`src/rtl/sopc_boot_loader.sv`:
```
// sopc_boot_loader
// Hardware program loader for the minimal OpenMIPS SOPC. It takes a framed
// byte stream (0xA5, count_hi, count_lo, 4*N payload bytes, optional checksum).
// It assembles big-endian 32-bit words and writes them to the instruction
// ROM write port. The CPU is held in reset until a complete frame is loaded.
//
// Build option: define BOOT_CSUM_EN to add the trailing checksum byte and the
// CSUM state. When it is undefined the frame ends with the last payload word.
//
// Handshake: a byte transfers on a rising edge where in_valid & in_ready.
// in_ready is 1 in every state once out of reset, so the loader never stalls
// the source. in_valid may be held high for back-to-back bytes.
//
// state_dbg exposes the FSM state encoding for checkers.
module sopc_boot_loader #(
    parameter int          ADDR_WIDTH = 17,
    parameter int unsigned TIMEOUT    = 65535
) (
    input  logic                  clk,
    input  logic                  rst,
    input  logic                  in_valid,
    input  logic [7:0]            in_data,
    output logic                  in_ready,
    output logic                  rom_we,
    output logic [ADDR_WIDTH-1:0] rom_addr,
    output logic [31:0]           rom_wdata,
    output logic                  cpu_rst,
    output logic                  load_done,
    output logic                  load_err,
    output logic [2:0]            state_dbg
);

    localparam logic [7:0] SYNC_BYTE = 8'hA5;
    // Idle counter width; kept at least 1 bit so TIMEOUT of 0 or 1 still elaborates.
    localparam int             IW      = (TIMEOUT > 1) ? $clog2(TIMEOUT + 1) : 1;
    localparam logic [IW-1:0]  TO_LAST = IW'(TIMEOUT - 1);

    typedef enum logic [2:0] {
        S_IDLE   = 3'd0,
        S_LEN_HI = 3'd1,
        S_LEN_LO = 3'd2,
        S_DATA   = 3'd3,
`ifdef BOOT_CSUM_EN
        S_CSUM   = 3'd4,
`endif
        S_RUN    = 3'd5,
        S_ERR    = 3'd6
    } state_t;

    state_t                state, state_nxt;
    logic [7:0]            cnt_hi, cnt_hi_nxt;
    logic [15:0]           words_left, words_left_nxt;
    logic [1:0]            byte_idx, byte_idx_nxt;
    logic [23:0]           asm_q, asm_nxt;
    logic [ADDR_WIDTH-1:0] wr_addr, wr_addr_nxt;
    logic [IW-1:0]         idle_cnt, idle_nxt;
`ifdef BOOT_CSUM_EN
    logic [7:0]            sum, sum_nxt;
`endif
    logic                  rom_we_nxt;
    logic [ADDR_WIDTH-1:0] rom_addr_nxt;
    logic [31:0]           rom_wdata_nxt;
    logic                  cpu_rst_nxt, load_done_nxt, load_err_nxt;
    logic                  accept, timed;

    assign accept    = in_valid & in_ready;
    assign timed     = (state == S_LEN_HI) || (state == S_LEN_LO) || (state == S_DATA)
`ifdef BOOT_CSUM_EN
                       || (state == S_CSUM)
`endif
                       ;
    assign state_dbg = state;

    // FSM state register
    always_ff @(posedge clk or negedge rst) begin
        if (!rst) state <= S_IDLE;
        else      state <= state_nxt;
    end

    // Datapath and registered outputs
    always_ff @(posedge clk or negedge rst) begin
        if (!rst) begin
            cnt_hi     <= '0;
            words_left <= '0;
            byte_idx   <= '0;
            asm_q      <= '0;
            wr_addr    <= '0;
            idle_cnt   <= '0;
`ifdef BOOT_CSUM_EN
            sum        <= '0;
`endif
            in_ready   <= 1'b0;
            rom_we     <= 1'b0;
            rom_addr   <= '0;
            rom_wdata  <= '0;
            cpu_rst    <= 1'b1;
            load_done  <= 1'b0;
            load_err   <= 1'b0;
        end else begin
            cnt_hi     <= cnt_hi_nxt;
            words_left <= words_left_nxt;
            byte_idx   <= byte_idx_nxt;
            asm_q      <= asm_nxt;
            wr_addr    <= wr_addr_nxt;
            idle_cnt   <= idle_nxt;
`ifdef BOOT_CSUM_EN
            sum        <= sum_nxt;
`endif
            in_ready   <= 1'b1;
            rom_we     <= rom_we_nxt;
            rom_addr   <= rom_addr_nxt;
            rom_wdata  <= rom_wdata_nxt;
            cpu_rst    <= cpu_rst_nxt;
            load_done  <= load_done_nxt;
            load_err   <= load_err_nxt;
        end
    end

    // Next-state, datapath updates and output values
    always_comb begin
        state_nxt      = state;
        cnt_hi_nxt     = cnt_hi;
        words_left_nxt = words_left;
        byte_idx_nxt   = byte_idx;
        asm_nxt        = asm_q;
        wr_addr_nxt    = wr_addr;
        idle_nxt       = (timed && !accept) ? idle_cnt + IW'(1) : '0;
`ifdef BOOT_CSUM_EN
        sum_nxt        = sum;
`endif
        rom_we_nxt     = 1'b0;
        rom_addr_nxt   = rom_addr;
        rom_wdata_nxt  = rom_wdata;
        cpu_rst_nxt    = cpu_rst;
        load_done_nxt  = load_done;
        load_err_nxt   = load_err;

        case (state)
            // Waiting for a sync byte; everything else is dropped.
            S_IDLE, S_RUN, S_ERR: begin
                if (accept && in_data == SYNC_BYTE) begin
                    state_nxt     = S_LEN_HI;
                    cpu_rst_nxt   = 1'b1;
                    load_done_nxt = 1'b0;
                    load_err_nxt  = 1'b0;
                    wr_addr_nxt   = '0;
`ifdef BOOT_CSUM_EN
                    sum_nxt       = '0;
`endif
                end
            end
            S_LEN_HI: begin
                if (accept) begin
                    cnt_hi_nxt = in_data;
                    state_nxt  = S_LEN_LO;
                end
            end
            S_LEN_LO: begin
                if (accept) begin
                    words_left_nxt = {cnt_hi, in_data};
                    byte_idx_nxt   = '0;
                    if ({cnt_hi, in_data} == 16'd0) begin
`ifdef BOOT_CSUM_EN
                        state_nxt     = S_CSUM;
`else
                        state_nxt     = S_RUN;
                        cpu_rst_nxt   = 1'b0;
                        load_done_nxt = 1'b1;
`endif
                    end else begin
                        state_nxt = S_DATA;
                    end
                end
            end
            // Payload: shift bytes in MSB first, write on every 4th byte.
            S_DATA: begin
                if (accept) begin
                    asm_nxt      = {asm_q[15:0], in_data};
                    byte_idx_nxt = byte_idx + 2'd1;
`ifdef BOOT_CSUM_EN
                    sum_nxt      = sum + in_data;
`endif
                    if (byte_idx == 2'd3) begin
                        rom_we_nxt     = 1'b1;
                        rom_wdata_nxt  = {asm_q, in_data};
                        rom_addr_nxt   = wr_addr;
                        wr_addr_nxt    = wr_addr + ADDR_WIDTH'(1);
                        words_left_nxt = words_left - 16'd1;
                        if (words_left == 16'd1) begin
`ifdef BOOT_CSUM_EN
                            state_nxt     = S_CSUM;
`else
                            state_nxt     = S_RUN;
                            cpu_rst_nxt   = 1'b0;
                            load_done_nxt = 1'b1;
`endif
                        end
                    end
                end
            end
`ifdef BOOT_CSUM_EN
            S_CSUM: begin
                if (accept) begin
                    if (in_data == sum) begin
                        state_nxt     = S_RUN;
                        cpu_rst_nxt   = 1'b0;
                        load_done_nxt = 1'b1;
                    end else begin
                        state_nxt    = S_ERR;
                        load_err_nxt = 1'b1;
                    end
                end
            end
`endif
            default: state_nxt = S_IDLE;
        endcase

        // A stalled frame aborts; words already written are left in memory.
        if (TIMEOUT != 0 && timed && !accept && idle_cnt == TO_LAST) begin
            state_nxt    = S_ERR;
            load_err_nxt = 1'b1;
        end
    end

endmodule
```
`config.mk`:
```
export PLATFORM = sky130hd
export DESIGN_NAME = sopc_boot_loader
export DESIGN_NICKNAME = d
export VERILOG_FILES = /design/src/rtl/sopc_boot_loader.sv
export SDC_FILE = /design/constraint.sdc
export NUM_CORES = 1
export LEC_CHECK = 0
export ABC_CLOCK_PERIOD_IN_PS = 5900
export CAP_MARGIN = 30
export CORE_MARGIN = 10
export CORE_UTILIZATION = 55
export CTS_CLUSTER_SIZE = 16
export DETAILED_ROUTE_END_ITERATION = 16
export PLACE_DENSITY = 0.8
export SYNTH_ARGS = -nofsm -noshare
export SYNTH_HDL_FRONTEND = slang
export SYNTH_SLANG_ARGS = --single-unit
```
`constraint.sdc`:
```
create_clock -name clk -period 5.9 [get_ports clk]
set_input_delay 1.18 -clock clk [delete_from_list [all_inputs] [get_ports clk]]
set_output_delay 1.18 -clock clk [all_outputs]
set_load 0.01 [all_outputs]
```
==> summary.md, run 1 <==
| Metric | Value |
|---|---|
| Internal Power | `2630 µW` |
| CP endpoint | `wr_addr[4]$_DFFE_PN0P_` |
| I/O pin cnt | `68` |
| Cell Pwr Density | `491 mW/mm²` |
| Netlist Area Pre-Place | `about 0.0062 mm²` |
| Chip height | `126 µm` |
| Core footprint | `0.0110 mm²` |
| Distinct cell type count after synthesis | `57` |
| Initial Utilization | `0.568` |
| Register bit total from synthesis | `140` |
| Hold Path Cell Cnt | `1` |
| FF-to-FF Start | `state_dbg[0]$_DFFE_PN0P_` |
| Req. time, crit path | `6.15 ns` |
| R2R depth | `7` |
| Post-synth top area cell | `dfrtp_1` |
| Most used DFF post-synth | `dfrtp_1` |
| Die area | `0.0160 mm²` |
| Async set or reset register ratio after synthesis | `1.00` |
| CP Launch Type | `input port` |
| Root Buffer | `clkbuf_16` |
| Hold WS | `approximately 0.49 ns` |
| CTS tree | `yes` |
| DR vias | `4,350` |
| FP Rows | `38` |
| Final Hold Fails | `0` |
| Pre-CTS setup slack | `2.30 ns` |
| Fmax | `0.314 GHz` |
| Total iterations of the first detailed-routing run | `5` |
| Clk sinks | `140` |
| Kind of critical path | `input port to flip-flop` |
| Number of synthesized flops with an enable pin | `0` |
| Worst-margin pin slew | `1.05 ns` |
| Clock Power Share | `0.337` |
| DR iter-0 viols | `297` |
| Post-detail-place hpwl | `9030 µm` |
| Antenna-violating nets left | `0` |
| Worst path arrival time | `~3.4 ns` |
| Register share of total power | `0.395` |
| H-tree levels | `4` |
| Antenna diodes | `0` |
| P&R area growth vs syn | `24.2%` |
| GPL Wtd Cong | `about 0.85` |
| Mapped Nets | `534` |
| Switch share | `0.309` |
| Setup TNS | `0 ns` |
| Relative slew slack | `0.295` |
| Slowest CP cell | `nor2_4` |
| Synth area leaders | `dfrtp_1 56%, mux2_2 13%, xor2_1 2.7%` |
| Lkg Pwr | `about 0.0034 µW` |
| Layout Skew | `~0.0096 ns` |
| Gate power share | `0.268` |
| Post-CTS Setup Inserts | `0` |
| Vias per cell | `about 5.9` |
| Total Wirelength | `14,100 µm` |
| GRT Residual Overflow | `0` |
| Top-count cell post-synth | `dfrtp_1` |
| Vias in the first global route | `4,412` |
| Period minus WS final | `between 3 and 4 ns` |
| Sequential area share after synthesis | `0.562` |
| RSZ-0062 raised after global routing | `false` |
| Capturing point of the worst reg2reg path | `wr_addr[4]$_DFFE_PN0P_` |
| Status | `complete, no violations` |
| Top post-synthesis cells by count | `139 x dfrtp_1, 71 x mux2_2, 43 x nor2_1, 22 x nand2_1, 21 x a21oi_1` |
| CTS Buf Count | `17` |
| Peak supply drop | `0.000412 V` |
| Final worst-path cycle share | `0.539` |
| Share of the synthesized area in the top cell type | `0.558` |
| Crit path max fanout | `35` |
| CTS Hold Bufs | `0` |
| Slack of the critical path | `2.72 ns` |
| Die width | `126 µm` |
| Final nets | `604` |
| R2r setup slk | `3.25 ns` |
| Yosys warnings | `0` |
| Gate Count Post-Synth | `517` |
| CP peak stage delay | `0.58 ns` |
| Max-slew violations | `0` |
| Largest net degree at the start of global routing | `84` |
| Max-cap viol count | `0` |
| # resized after CTS | `0` |
| Later-pin clock latency in the skew report | `approximately 0.42 ns` |
| Switch Pwr | `1180 µW` |
| First-pass GRT wire length | `23,000 µm` |
| I/O Buffers | `67` |
| Avg Inst Size Synth | `approximately 12 µm²` |
| CP startpoint | `in_valid` |
| Cell Chain, Critical Path | `clkdlybuf4s50_1, nand3_1, nor2_4, buf_4, nand4_1, xnor2_1, nor2_1` |
| Clock transition at the registers of the reported paths | `0.06 ns` |
| Hold crit path type | `flip-flop to flip-flop` |
| DR WL/cell | `about 19 µm` |
| Hold Path Origin | `rom_addr[1]$_DFFE_PN0P_` |
| Setup-failing EPs final | `0` |
| GRT Total Usage | `0.177` |
| Max Buffers Root-to-Sink | `2` |
| Initial antenna violation count | `0` |
| Element type at the critical path end | `flip-flop` |
| Layout cell share with drive strength beyond 1 | `0.205` |
| # DRC | `0` |
-- power groups by stage --
| stage | clock [µW] | sequential [µW] | combinational, µW |
|---|---|---|---|
| floorplan | 0 | 1450 | 661 |
| global placement | 0 | 1490 | 971 |
| detailed placement | 0 | 1510 | 1010 |
| CTS | 1300 | 1500 | 1030 |
| global route | 1340 | 1540 | 1120 |
| finish | 1280 | 1500 | 1020 |
-- area by class of cell --
type / count / area, µm²
Fill cell: 754 / 3240
Inverter: 12 / 45.0
Clock buffer: 19 / 453
Tap cell: 140 / 175
Clock inverter: 13 / 258
Multi-Input combinational cell: 343 / 2590
Sequential cell: 140 / 3500
Timing Repair Buffer: 73 / 717
-- cell usage in the layout, fill, tap and decap left out, types with 3 or more instances in the layout --
cell type	n
a21oi_1	21
a22oi_1	4
and2_1	3
and4_1	4
buf_4	6
bufinv_16	7
clkbuf_16	17
clkdlybuf4s50_1	66
dfrtp_1	139
ha_1	6
inv_1	12
inv_6	3
mux2_1	11
mux2_2	71
nand2_1	22
nand2b_1	3
nand3_1	17
nand4_1	12
nor2_1	43
nor3_1	13
nor4_1	9
nor4_2	3
o21ai_0	20
o21ai_1	4
o2bb2ai_1	4
or3_1	5
xnor2_1	11
xor2_1	19
-- metal layers --
layer | track usage | up-vias | wire, µm
met4 | 0.0583 | 0 | 178
met2 | 0.286 | 147 | 6880
li1 | - | 1997 | -
met1 | 0.217 | 2191 | 6030
met5 | 0 | - | 0
met3 | 0.0587 | 15 | 982
-- flip-flops by register name (all words and copies together) (netlist names) --
signal / count
cnt_hi: 8
state_dbg: 3
idle_cnt: 16
in_ready: 1
words_left: 16
rom_wdata: 32
load_err: 1
wr_addr: 17
rom_addr: 17
asm_q: 24
load_done: 1
byte_idx: 2
rom_we: 1
cpu_rst: 1
-- critical path, delay by kind of cell --
family,cells,cell delay (ns)
AND/OR/NAND/NOR,4,1.06
buffers and inverters,2,1.02
XOR/XNOR,1,0.15
-- cells by family (layout without fill, tap and decap cells) --
kind of cell,count (synthesis),in the layout,share of synthesized area
adder cells (fa/ha/maj),6,6,0.0120
AND/OR/NAND/NOR,150,150,0.134
other,1,1,0.000602
AO/OA/AOI/OAI,72,72,0.0751
flip-flops,140,140,0.562
buffers and inverters,34,117,0.0227
XOR/XNOR,30,30,0.0422
multiplexers,84,84,0.151
-- through the flow --
step / area, µm² / utilization / total power [µW] / cells
2_1_floorplan: 6230 / - / 2110 / 517
3_3_place_gp: 7030 / 0.640 / 2470 / 707
3_5_place_dp: 7030 / 0.640 / 2520 / 708
4_1_cts: 7740 / 0.705 / 3820 / 740
5_1_grt: 7740 / 0.705 / 4000 / 740
6_report: 7740 / 0.705 / 3810 / 740
-- worst min-delay path by stage --
stage                                         end  slack [ns]
after floorplan             asm_q[18]$_DFFE_PN0P_        0.45
after global placement      asm_q[22]$_DFFE_PN0P_        0.47
after detailed placement    asm_q[18]$_DFFE_PN0P_        0.47
after CTS                   asm_q[20]$_DFFE_PN0P_        0.49
after global routing        asm_q[20]$_DFFE_PN0P_        0.51
final                     rom_addr[1]$_DFFE_PN0P_        0.49
Power figures use the tool's default switching activity.
==> run 2: changes to the inputs <==
--- a/config.mk
+++ b/config.mk
@@ -5,7 +5,7 @@
 export SDC_FILE = /design/constraint.sdc
 export NUM_CORES = 1
 export LEC_CHECK = 0
-export ABC_CLOCK_PERIOD_IN_PS = 5900
+export ABC_CLOCK_PERIOD_IN_PS = 3200
 export CAP_MARGIN = 30
 export CORE_MARGIN = 10
 export CORE_UTILIZATION = 55
==> constraint.sdc (replaced) <==
create_clock -name clk -period 3.2 [get_ports clk]
set_input_delay 0.64 -clock clk [delete_from_list [all_inputs] [get_ports clk]]
set_output_delay 0.64 -clock clk [all_outputs]
set_load 0.01 [all_outputs]
==> summary.md, run 2 (same netlist as run 1, synthesis figures left out) <==
| Metric | Value |
|---|---|
| Root Buffer | `clkbuf_16` |
| Worst-margin pin slew | `0.686 ns (-0.366 ns)` |
| Switch Pwr | `2080 µW (+77%)` |
| I/O Buffers | `67 (unchanged)` |
| CP Launch Type | `flip-flop` |
| Element type at the critical path end | `flip-flop` |
| GPL Wtd Cong | `0.905 (+6.8%)` |
| Chip height | `126 µm (unchanged)` |
| P&R area growth vs syn | `22.4%` |
| Final nets | `611 (+1.2%)` |
| CTS Hold Bufs | `0 (unchanged)` |
| Post-detail-place hpwl | `9420 µm (+4.2%)` |
| Peak supply drop | `0.000544 V (+32%)` |
| I/O pin cnt | `68 (unchanged)` |
| FF-to-FF Start | `state_dbg[0]$_DFFE_PN0P_` |
| RSZ-0062 raised after global routing | `false` |
| CP top delay family | `simple AND/OR/NAND/NOR gates` |
| Clock transition at the registers of the reported paths | `0.06 ns (about the same)` |
| DR vias | `4,397 (+1.1%)` |
| DR iter-0 viols | `450 (+52%)` |
| Layout Skew | `0.00742 ns (-0.00216 ns)` |
| CP Buf/Inv Count | `0 (-2)` |
| Relative slew slack | `0.538 (+0.243)` |
| Vias per cell | `5.89 (+0.13%)` |
| GRT Total Usage | `0.175 (-0.00191)` |
| # DRC | `0 (unchanged)` |
| Tot Pwr | `6400 µW (+68%)` |
| Slack of the critical path | `0.676 ns (-2.04 ns)` |
| Internal Power | `4320 µW (+64%)` |
| R2R depth | `5 (-2)` |
| Vias in the first global route | `4,388 (-0.54%)` |
| Req. time, crit path | `3.49 ns (-2.66 ns)` |
| Die width | `126 µm (unchanged)` |
| Layout cell share with drive strength beyond 1 | `0.203 (-0.00236)` |
| Most frequent cells in the layout | `139 x dfrtp_1, 71 x mux2_2, 66 x clkdlybuf4s50_1` |
| Setup TNS | `0 ns (unchanged)` |
| Worst path arrival time | `2.82 ns (-0.62 ns)` |
| Max-cap viol count | `0 (unchanged)` |
| Cell Pwr Density | `839 mW/mm² (+71%)` |
| Cell Chain, Critical Path | `nand3b_1, nor4_2, nand4_1, xor2_1, nor2_1` |
| Kind of critical path | `flip-flop to flip-flop` |
| Crit path max fanout | `16 (-54%)` |
| CTS Buf Count | `17 (unchanged)` |
| Max Buffers Root-to-Sink | `2 (unchanged)` |
| Later-pin clock latency in the skew report | `0.41 ns (about the same)` |
| Slowest CP cell | `nor4_2` |
| First-pass GRT wire length | `23,000 µm (about the same)` |
| Final Hold Fails | `0 (unchanged)` |
| Fin area | `0.00763 mm² (-1.5%)` |
| Switch share | `0.325 (+0.0158)` |
| CP startpoint | `state_dbg[0]$_DFFE_PN0P_` |
| Register share of total power | `0.433 (+0.038)` |
| Lkg Pwr | `0.00336 µW (-1.5%)` |
| H-tree levels | `4 (unchanged)` |
| Clk sinks | `140 (unchanged)` |
| Max-slew violations | `0 (unchanged)` |
| Gate power share | `0.295 (+0.027)` |
| Setup-failing EPs final | `0 (unchanged)` |
| CTS tree | `yes` |
| Period minus WS final | `about 2.5 ns` |
| Total iterations of the first detailed-routing run | `5 (unchanged)` |
| Initial Utilization | `0.568 (unchanged)` |
| Post-CTS Setup Inserts | `0 (unchanged)` |
| Biggest regs | `rom_wdata (32), asm_q (24)` |
| CP peak stage delay | `0.71 ns (+0.13 ns)` |
| Max FFs per register | `32 (unchanged)` |
| Placed cell areas | `0.00710 mm² (+0.92%)` |
| CP Depth | `5 (-2)` |
| Fmax | `roughly 0.4 GHz` |
| # resized after CTS | `0 (unchanged)` |
| Most common cell after layout, fill and taps aside | `dfrtp_1` |
| Biggest register | `rom_wdata` |
| Antenna diodes | `0 (unchanged)` |
| CP endpoint | `wr_addr[11]$_DFFE_PN0P_` |
| Largest net degree at the start of global routing | `59 (-30%)` |
| GRT Residual Overflow | `0 (unchanged)` |
| Clock Power Share | `0.272 (-0.065)` |
| Status | `complete, no violations` |
| Initial antenna violation count | `0 (unchanged)` |
| Antenna-violating nets left | `0 (unchanged)` |
| Core footprint | `0.0110 mm² (unchanged)` |
| DR WL/cell | `18.3 µm (-3.6%)` |
| Final worst-path cycle share | `0.789` |
| FP Rows | `38 (unchanged)` |
| Total Wirelength | `13,700 µm (-2.7%)` |
| Pre-CTS setup slack | `0.479 ns (-1.83 ns)` |
| Capturing point of the worst reg2reg path | `wr_addr[11]$_DFFE_PN0P_` |
| Final core area utilization | `0.694 (-0.0107)` |
| Hold crit path type | `input port to asynchronous set/reset pin` |
| Die area | `0.0160 mm² (unchanged)` |
| R2r setup slk | `0.68 ns (-2.57 ns)` |
[run 2: power by group through the flow]
stage / Clock (µW) / Sequential [µW] / Combinational [µW]
after floorplan: 0 / 2670 / 1220
after CTS: 1770 / 2760 / 1900
final: 1740 / 2770 / 1890
after global placement: 0 / 2750 / 1810
after global routing: 1850 / 2850 / 2070
after detailed placement: 0 / 2780 / 1880
[run 2: worst min path at each step]
stage | slack [ns] | endpoint | start
3_3_place_gp | 0.46 | asm_q[22]$_DFFE_PN0P_ | asm_q[22]$_DFFE_PN0P_
4_1_cts | 0.21 | rom_addr[12]$_DFFE_PN0P_ | rst
5_1_grt | 0.22 | rom_addr[15]$_DFFE_PN0P_ | rst
2_1_floorplan | 0.34 | asm_q[0]$_DFFE_PN0P_ | rst
3_5_place_dp | 0.47 | asm_q[22]$_DFFE_PN0P_ | asm_q[22]$_DFFE_PN0P_
6_report | 0.19 | rom_addr[8]$_DFFE_PN0P_ | rst
[run 2: cell type report]
type                            count  area, µm²
Clock buffer                       27        493
Sequential cell                   140       3500
Tap cell                          140        175
Inverter                           12       45.0
Fill cell                         787       3360
Clock inverter                      5       35.0
Timing Repair Buffer               80        782
Multi-Input combinational cell    343       2590
[run 2: metrics by stage]
stage | std cells | hold slack, ns
after floorplan | 517 | 0.344
after global placement | 715 | 0.463
after detailed placement | 715 | 0.468
after CTS | 747 | 0.205
after global routing | 747 | 0.220
final | 747 | 0.186
[run 2: routing by layer]
metal  track usage  vias up  wire length [µm]
li1              -     2013                 -
met3        0.0479       23               874
met2         0.265      155              6460
met5             0        -                 0
met4        0.0643        0               223
met1         0.234     2206              6140
==> run 3: changes to the inputs <==
==> config.mk (replaced) <==
export PLATFORM = sky130hd
export DESIGN_NAME = sopc_boot_loader
export DESIGN_NICKNAME = d
export VERILOG_FILES = /design/src/rtl/sopc_boot_loader.sv
export SDC_FILE = /design/constraint.sdc
export NUM_CORES = 1
export LEC_CHECK = 0
export ABC_CLOCK_PERIOD_IN_PS = 2300
export CAP_MARGIN = 30
export CORE_MARGIN = 10
export CORE_UTILIZATION = 51
export CTS_CLUSTER_SIZE = 16
export DETAILED_ROUTE_END_ITERATION = 16
export PLACE_DENSITY = 0.78
export SYNTH_ARGS = -nofsm -noshare
export SYNTH_HDL_FRONTEND = slang
export SYNTH_SLANG_ARGS = --single-unit
==> constraint.sdc (replaced) <==
create_clock -name clk -period 2.3 [get_ports clk]
set_input_delay 0.46 -clock clk [delete_from_list [all_inputs] [get_ports clk]]
set_output_delay 0.46 -clock clk [all_outputs]
set_load 0.01 [all_outputs]
==> summary.md, run 3 (same netlist as run 1, synthesis figures left out) <==
| Metric | Value |
|---|---|
| # resized after CTS | `0 (unchanged)` |
| Root Buffer | `clkbuf_16` |
| Final Hold Fails | `0 (unchanged)` |
| Max-cap viol count | `0 (unchanged)` |
| Cell Pwr Density | `1210 mW/mm² (+44%)` |
| GRT Residual Overflow | `0 (unchanged)` |
| Setup-failing EPs final | `0 (unchanged)` |
| Die area | `0.0170 mm² (+6.6%)` |
| Final nets | `633 (+3.6%)` |
| Initial Utilization | `0.519 (-0.0486)` |
| Crit path max fanout | `4 (-12)` |
| GPL Wtd Cong | `0.893 (-1.3%)` |
| Element type at the critical path end | `flip-flop` |
| Post-detail-place hpwl | `10,000 µm (+6.3%)` |
| Multi-input logic area | `0.00259 mm² (unchanged)` |
| Req. time, crit path | `2.60 ns (-0.89 ns)` |
| Max layer used | `met4` |
| Met3 WL post-DR | `1010 µm (+15%)` |
| Initial antenna violation count | `0 (unchanged)` |
| Antenna-violating nets left | `0 (unchanged)` |
| Clk sinks | `140 (unchanged)` |
| Total Wirelength | `14,500 µm (+5.9%)` |
| Die width | `131 µm (+3.2%)` |
| Max FFs per register | `32 (unchanged)` |
| P&R area growth vs syn | `28.2%` |
| CP Launch Type | `flip-flop` |
| Max-slew violations | `0 (unchanged)` |
| CTS tree | `yes` |
| Antenna diodes | `0 (unchanged)` |
| Chip height | `131 µm (+3.2%)` |
| H-tree levels | `4 (unchanged)` |
| Metal2 WL | `7350 µm (+14%)` |
| DR WL/cell | `18.7 µm (+2.0%)` |
| Peak supply drop | `0.000783 V (+44%)` |
| RSZ-0062 raised after global routing | `false` |
| Lkg Pwr | `0.00353 µW (+5.2%)` |
| Post-CTS Setup Inserts | `0 (unchanged)` |
| Vias in the first global route | `4,735 (+7.9%)` |
| Clock transition at the registers of the reported paths | `0.06 ns (about the same)` |
| I/O Buffers | `67 (unchanged)` |
| GRT Total Usage | `0.182 (+0.00714)` |
| CTS Hold Bufs | `1 (+1)` |
| Hold WS | `0.486 ns (+0.300 ns)` |
| Number of placed instances, taps included | `743 (+3.9%)` |
| Final worst-path cycle share | `0.877 (+0.0876)` |
| First-pass GRT wire length | `24,300 µm (+5.7%)` |
| Later-pin clock latency in the skew report | `0.41 ns (about the same)` |
| Layout cell share with drive strength beyond 1 | `0.235 (+0.0327)` |
| Largest net degree at the start of global routing | `45 (-24%)` |
| Most frequent cells in the layout | `139 x dfrtp_1, 71 x mux2_2, 66 x clkdlybuf4s50_1` |
| # DRC | `0 (unchanged)` |
| Hold crit path type | `flip-flop to flip-flop` |
| FP Rows | `40 (+5.3%)` |
| DR vias | `4,423 (+0.59%)` |
| Total iterations of the first detailed-routing run | `4 (-1)` |
| Worst path arrival time | `2.31 ns (-0.51 ns)` |
| I/O pin cnt | `68 (unchanged)` |
| Core footprint | `0.0120 mm² (+9.4%)` |
| DR iter-0 viols | `273 (-39%)` |
| Finished Layout Cells | `776 (+3.9%)` |
| Max Buffers Root-to-Sink | `2 (unchanged)` |
| CTS Buf Count | `17 (unchanged)` |
| Met1 WL | `5990 µm (-2.4%)` |
| Kind of critical path | `flip-flop to flip-flop` |
| Reg area | `0.00350 mm² (unchanged)` |
| Relative slew slack | `0.611 (+0.0723)` |
| Worst-margin pin slew | `0.582 ns (-0.104 ns)` |
| Layout Skew | `0.00817 ns (+0.000748 ns)` |
| Biggest regs | `rom_wdata (32), asm_q (24)` |
| Vias per cell | `5.70 (-3.2%)` |
| Biggest register | `rom_wdata` |
| Fmax | `0.496 GHz (+25%)` |
| Period minus WS final | `2.02 ns (-0.508 ns)` |
| Status | `complete, no violations` |
| Most common cell after layout, fill and taps aside | `dfrtp_1` |
| Fill cells | `875 (+11%)` |
run 3: cell count changes in the layout (fill, tap and decap cells not counted), sizes merged:
cell and delta:
buf +21, bufinv +6, clkinvlp +3, clkbuf -6
dlygate4sd3 +1, clkinv -3
run 3: power breakdown:
part           leakage [µW]  switching (µW)  internal (µW)
sequential          0.00183             618           3170
clock              0.000310             992           2060
combinational       0.00140            1360           1480
run 3: worst paths after layout:
path / end / slack [ns] / start / depth (start not counted)
worst max-delay path: state_dbg[1]$_DFFE_PN0P_ / 0.28 / words_left[1]$_DFFE_PN0P_ / 8
worst max register to register: state_dbg[1]$_DFFE_PN0P_ / 0.28 / words_left[1]$_DFFE_PN0P_ / 8
worst min-delay path: rom_addr[15]$_DFFE_PN0P_ / 0.49 / rom_addr[15]$_DFFE_PN0P_ / 1
min in group asynchronous: words_left[3]$_DFFE_PN0P_ / 0.52 / rst / 2
worst min register to register: rom_addr[15]$_DFFE_PN0P_ / 0.49 / rom_addr[15]$_DFFE_PN0P_ / 1
max in group asynchronous: cpu_rst$_DFFE_PN1P_ / 1.04 / rst / 3
run 3: per-stage QoR:
step	total power, µW	instance area [µm²]	TNS, ns	worst slack [ns]	util
final	9690	7990	0	0.284	0.665
after global routing	10200	7990	0	0.119	0.665
after floorplan	5410	6230	0	0.335	-
after detailed placement	6630	7320	-0.00142	-0.00142	0.609
after CTS	9760	7990	0	0.273	0.665
after global placement	6490	7320	0	0.00459	0.609
run 3: area by class of cell:
type | count | share of cell area
Tap cell | 147 | 0.0230
Clock inverter | 11 | 0.0269
Inverter | 12 | 0.00564
Multi-Input combinational cell | 343 | 0.324
Sequential cell | 140 | 0.439
Timing Repair Buffer | 102 | 0.125
Clock buffer | 21 | 0.0564
run 3: layer usage:
metal	global-route usage	up-vias
li1	-	2055
met1	0.223	2223
met2	0.300	130
met3	0.0588	15
met4	0.0543	0
met5	0	-
run 3: critical path, stage by stage, from the launching register on:
cell and delay [ns]:
dfrtp_1 0.39, inv_1 0.12, ha_1 0.15, nor4b_1 0.23, buf_4 0.17, nand4b_4 0.13
a2bb2oi_4 0.21, nand3_4 0.08, a2111o_1 0.41
